<file path="src/rtl/shadow_capture_bank.sv">
// Multi-channel shadow capture FIFO: snapshots CHANNELS words per capture strobe
// into a DEPTH-entry store and drains the head snapshot one channel word at a time.

module scb_lane #(
    parameter int WIDTH = 8,
    parameter int DEPTH = 4,
    parameter int PW    = 2
) (
    input  logic             clk,
    input  logic             wr_en,
    input  logic [PW-1:0]    wr_ptr,
    input  logic [WIDTH-1:0] wd,
    input  logic [PW-1:0]    rd_ptr,
    output logic [WIDTH-1:0] rd
);
    // Storage carries no reset; contents are only observed once written.
    logic [WIDTH-1:0] mem [DEPTH];

    always_ff @(posedge clk)
        if (wr_en) mem[wr_ptr] <= wd;

    assign rd = mem[rd_ptr];
endmodule

module shadow_capture_bank #(
    parameter int WIDTH    = 8,
    parameter int CHANNELS = 4,
    parameter int DEPTH    = 4,
    parameter int CW       = (CHANNELS > 1) ? $clog2(CHANNELS) : 1,
    parameter int AW       = $clog2(DEPTH + 1)
) (
    input  logic                      clk,
    input  logic                      rst_n,
    input  logic                      cap_en,
    input  logic [CHANNELS*WIDTH-1:0] din,
    input  logic                      clr_ovf,
    input  logic                      q_rd,
    output logic                      q_ready,
    output logic [WIDTH-1:0]          q,
    output logic [CW-1:0]             q_chan,
    output logic                      q_last,
    output logic [AW-1:0]             count,
    output logic                      full,
    output logic                      empty,
    output logic                      overflow
);
    localparam int PW = (DEPTH > 1) ? $clog2(DEPTH) : 1;

    logic [PW-1:0]                   wr_ptr, rd_ptr;
    logic [CW-1:0]                   chan;
    logic [CHANNELS-1:0][WIDTH-1:0]  lane_rd;
    logic                            at_last, xfer, pop, push, drop;

    assign empty   = (count == '0);
    assign full    = (count == AW'(DEPTH));
    assign q_ready = !empty;
    assign at_last = (chan == CW'(CHANNELS - 1));
    assign q_last  = q_ready && at_last;
    assign q_chan  = chan;

    assign xfer = q_ready && q_rd;
    assign pop  = xfer && at_last;
    // A pop on the same edge frees the head slot, so a full bank still accepts.
    assign push = cap_en && (!full || pop);
    assign drop = cap_en && !push;

    for (genvar g = 0; g < CHANNELS; g++) begin : g_lane
        scb_lane #(.WIDTH(WIDTH), .DEPTH(DEPTH), .PW(PW)) u_lane (
            .clk    (clk),
            .wr_en  (push),
            .wr_ptr (wr_ptr),
            .wd     (din[g*WIDTH +: WIDTH]),
            .rd_ptr (rd_ptr),
            .rd     (lane_rd[g])
        );
    end

    assign q = empty ? '0 : lane_rd[chan];

    always_ff @(posedge clk or negedge rst_n) begin
        if (!rst_n) begin
            wr_ptr   <= '0;
            rd_ptr   <= '0;
            chan     <= '0;
            count    <= '0;
            overflow <= 1'b0;
        end else begin
            if (push)
                wr_ptr <= (wr_ptr == PW'(DEPTH - 1)) ? '0 : wr_ptr + PW'(1);
            if (pop)
                rd_ptr <= (rd_ptr == PW'(DEPTH - 1)) ? '0 : rd_ptr + PW'(1);
            if (xfer)
                chan <= at_last ? '0 : chan + CW'(1);
            if (push && !pop)
                count <= count + AW'(1);
            else if (pop && !push)
                count <= count - AW'(1);
            // Set beats clear so a drop is never lost to a concurrent clear.
            if (drop)
                overflow <= 1'b1;
            else if (clr_ovf)
                overflow <= 1'b0;
        end
    end
endmodule

</file>
<file path="config.mk">
export PLATFORM = sky130hd
export DESIGN_NAME = shadow_capture_bank
export DESIGN_NICKNAME = d
export VERILOG_FILES = /design/src/rtl/shadow_capture_bank.sv
export SDC_FILE = /design/constraint.sdc
export NUM_CORES = 1
export LEC_CHECK = 0
export BUFFER_PORTS_ARGS = -buffer_cell sky130_fd_sc_hd__buf_2
export CORE_MARGIN = 2
export CORE_UTILIZATION = 50
export DETAILED_ROUTE_END_ITERATION = 10
export GPL_ROUTABILITY_DRIVEN = 0
export PLACE_DENSITY = 0.69
export REMOVE_ABC_BUFFERS = 1
export SETUP_SLACK_MARGIN = 0.3
export SYNTH_ARGS = -nofsm -noshare
export SYNTH_HDL_FRONTEND = slang
export SYNTH_SLANG_ARGS = --single-unit
</file>
<file path="constraint.sdc">
create_clock -name clk -period 6.4 [get_ports clk]
set_clock_uncertainty 0.15 [all_clocks]
set_input_delay 0.64 -clock clk [delete_from_list [all_inputs] [get_ports clk]]
set_output_delay 0.64 -clock clk [all_outputs]
set_load 0.01 [all_outputs]
</file>
==> summary.txt <==
Die
  • Die width: 109 um
  • Full die area: 11,900 sq um
  • Ports: 55
  • Vert. Die Dim: 109 um
  • Std cell rows: 38
  • Core area: 10,800 sq um
  • Initial Util: 0.512

STA
  • Final hold vios: 0
  • Slew margin rel.: 0.300
  • Max Fclk: 0.284 GHz
  • Tmin final: 3530 ps
  • Worst-Margin Slew: 1050 ps
  • Slew Limit Fails: 0
  • Crit share post-route: 0.551
  • RSZ-0062 raised after global routing: no
  • Setup TNS: 0 ps
  • Setup violators final: 0
  • Final WS setup: 2870 ps

Clocking
  • CTS tree: yes
  • H-tree depth: 4
  • CTS clock-pin slew for the worst setup and hold paths: 60 ps
  • Total CTS buffers: 17
  • Clk sinks: 138
  • CTS resizes: 0
  • Worst skew pair latency: 510 ps
  • Post-CTS Setup Bufs: 0
  • CTS root buf: clkbuf_8
  • Deepest clock path buffer count: 2

Power
  • Max IR drop VDD: 0.273 mV
  • Leakage: 2.38 nW
  • Total power: 3.11 mW
  • Pwr dens: 477 nW/um^2

Worst setup path
  • Top cell family by delay on the critical path: flip-flops
  • Worst Setup End Kind: output pin
  • Max FO, Critical Path: 35
  • CP Data Required Time: 5610 ps
  • CP max-delay cell: dfrtp_2
  • CP startpoint kind: flop
  • CP peak stage delay: 1050 ps
  • Kind of critical path: flop to output pin
  • Sum of buffers and inverters on the critical path: 1
  • Arrival time worst endpoint: 2740 ps
  • CP cell instances: mux4_2 > o211ai_1 > a21o_1 > nand3_1 > buf_2

Place
  • IO buf count: 54
  • Dpl cell area: 5910 sq um
  • Worst slack at placement: 3340 ps
  • DP Wirelength: 5270 um

GRT
  • Global-route wire length before repair: 14,400 um
  • Largest net degree at the start of global routing: 36
  • Overflow after GRT: 0
  • Vias in the first global route: 2,733
  • Initial antenna violation count: 0
  • Gr usage total: 0.172

Synthesis
  • Area contributors post-synth: edfxtp_1 (70%), mux4_1 (8.1%), mux4_2 (6.1%), dfrtp_1 (4.5%), mux2i_1 (2.5%)
  • Most frequent cell after synthesis: edfxtp_1
  • Post-synthesis sequential area ratio: 0.741
  • Synthesized cell area: 5520 sq um
  • Synthesized area per cell: 21.9 sq um
  • Post-synth EDFFs: 128
  • Async S/R FF share, synth: 0.0725
  • #FFs+latches synth: 138
  • Post-synth top cells: edfxtp_1 (128), mux4_1 (17), mux4_2 (15), mux2i_1 (14), dfrtp_1 (10)
  • Yosys top cell by area: edfxtp_1
  • Yosys top cell area share: 0.696
  • Predominant post-synthesis flop cell: edfxtp_1
  • Syn Inst Count: 252
  • Synth warn: 0
  • Yosys cell types: 31

Finish
  • Multi-input gate area: 1310 sq um
  • Ant diodes: 0
  • Area Growth Syn to Fin: 18.0%
  • Fin nets: 366
  • Final core occ: 0.604
  • Storage cell area: 4100 sq um
  • Share of cells above drive strength 1: 0.329
  • Fill count: 784
  • Post-Layout Inst Area: 6520 sq um

Routing
  • DRC Markers: 0
  • Starting DRT DRC Count: 140
  • Wire per inst: 19.3 um
  • Vias: 2,593
  • First drt pass iteration count: 4
  • Remaining antenna violation count after routing: 0
  • Final wirelength: 9160 um
  • DR vias/cell: 5.47

Run status
  • Status: finished clean

Hold path
  • Tightest Hold Check Type: primary input to flop

Flow run
  • Max_cap viols: 0
==> report_power, final <==
group / switching, mW / internal, mW / leakage (nW) / total, mW
Combinational: 0.420 / 0.407 / 0.795 / 0.827
Sequential: 0.114 / 1.19 / 1.29 / 1.31
Clock: 0.348 / 0.625 / 0.290 / 0.973
Total: 0.882 / 2.23 / 2.38 / 3.11
==> stage by stage <==
step / hold WS (ps) / std cells
after detailed placement: 341 / 441
after CTS: 153 / 474
after global placement: 332 / 441
final: 168 / 474
after global routing: 153 / 474
after floorplan: 194 / 242
==> area by class of cell <==
cell class / instances / area share
clock buffers: 17 / 0.0635
clock inverters: 15 / 0.0278
inverters: 6 / 0.00346
multi-input cells: 98 / 0.201
flip-flops and latches: 138 / 0.628
well taps: 140 / 0.0269
repair buffers: 60 / 0.0488
==> kinds of logic after synthesis <==
logic type / Yosys count / synth area share
mux: 49 / 0.173
flops: 138 / 0.741
simple gates: 22 / 0.0208
fa+ha+maj: 8 / 0.0195
compound gates: 16 / 0.0188
xor+xnor: 3 / 0.00476
buf+inv: 16 / 0.0215
==> what timing repair did <==
| action | in CTS | in global routing |
|---|---|---|
| hold buffers | 1 | 0 |
| endpoints found under the hold margin | 10 | 0 |
| setup endpoints to repair | 0 | 0 |
==> registers in the layout (all words and copies together), names as in the netlist <==
register,count
count,3
g_lane.u_lane.mem,128
overflow,1
q_chan,2
rd_ptr,2
wr_ptr,2
==> final timing paths <==
check / slack, ps / start / end / depth (start not counted)
max: 2870 / rd_ptr[0] / q[6] / 5
min: 170 / clr_ovf / overflow / 2
max reg2reg: 3650 / q_chan[0] / count[2] / 9
min reg2reg: 340 / count[2] / count[2] / 1
max in group asynchronous: 5520 / rst_n / rd_ptr[0] / 2
min in group asynchronous: 370 / rst_n / q_chan[1] / 2
==> cell usage in the layout, fill, tap and decap left out, types with 7 or more instances in the layout <==
cell / netlist / final
dfrtp_1: 10 / 9
clkbuf_16: 0 / 16
mux2i_1: 14 / 14
o22ai_1: 7 / 7
mux4_2: 15 / 15
clkinv_2: 0 / 7
buf_2: 3 / 54
mux4_1: 17 / 17
edfxtp_1: 128 / 128
ha_1: 7 / 7
==> per-layer routing <==
metal	track usage	part of all wire
met1	0.218	0.42
met5	0	0
met3	0.0484	0.047
met4	0.0742	0.011
met2	0.281	0.52
(Power assumes the default switching activity.)
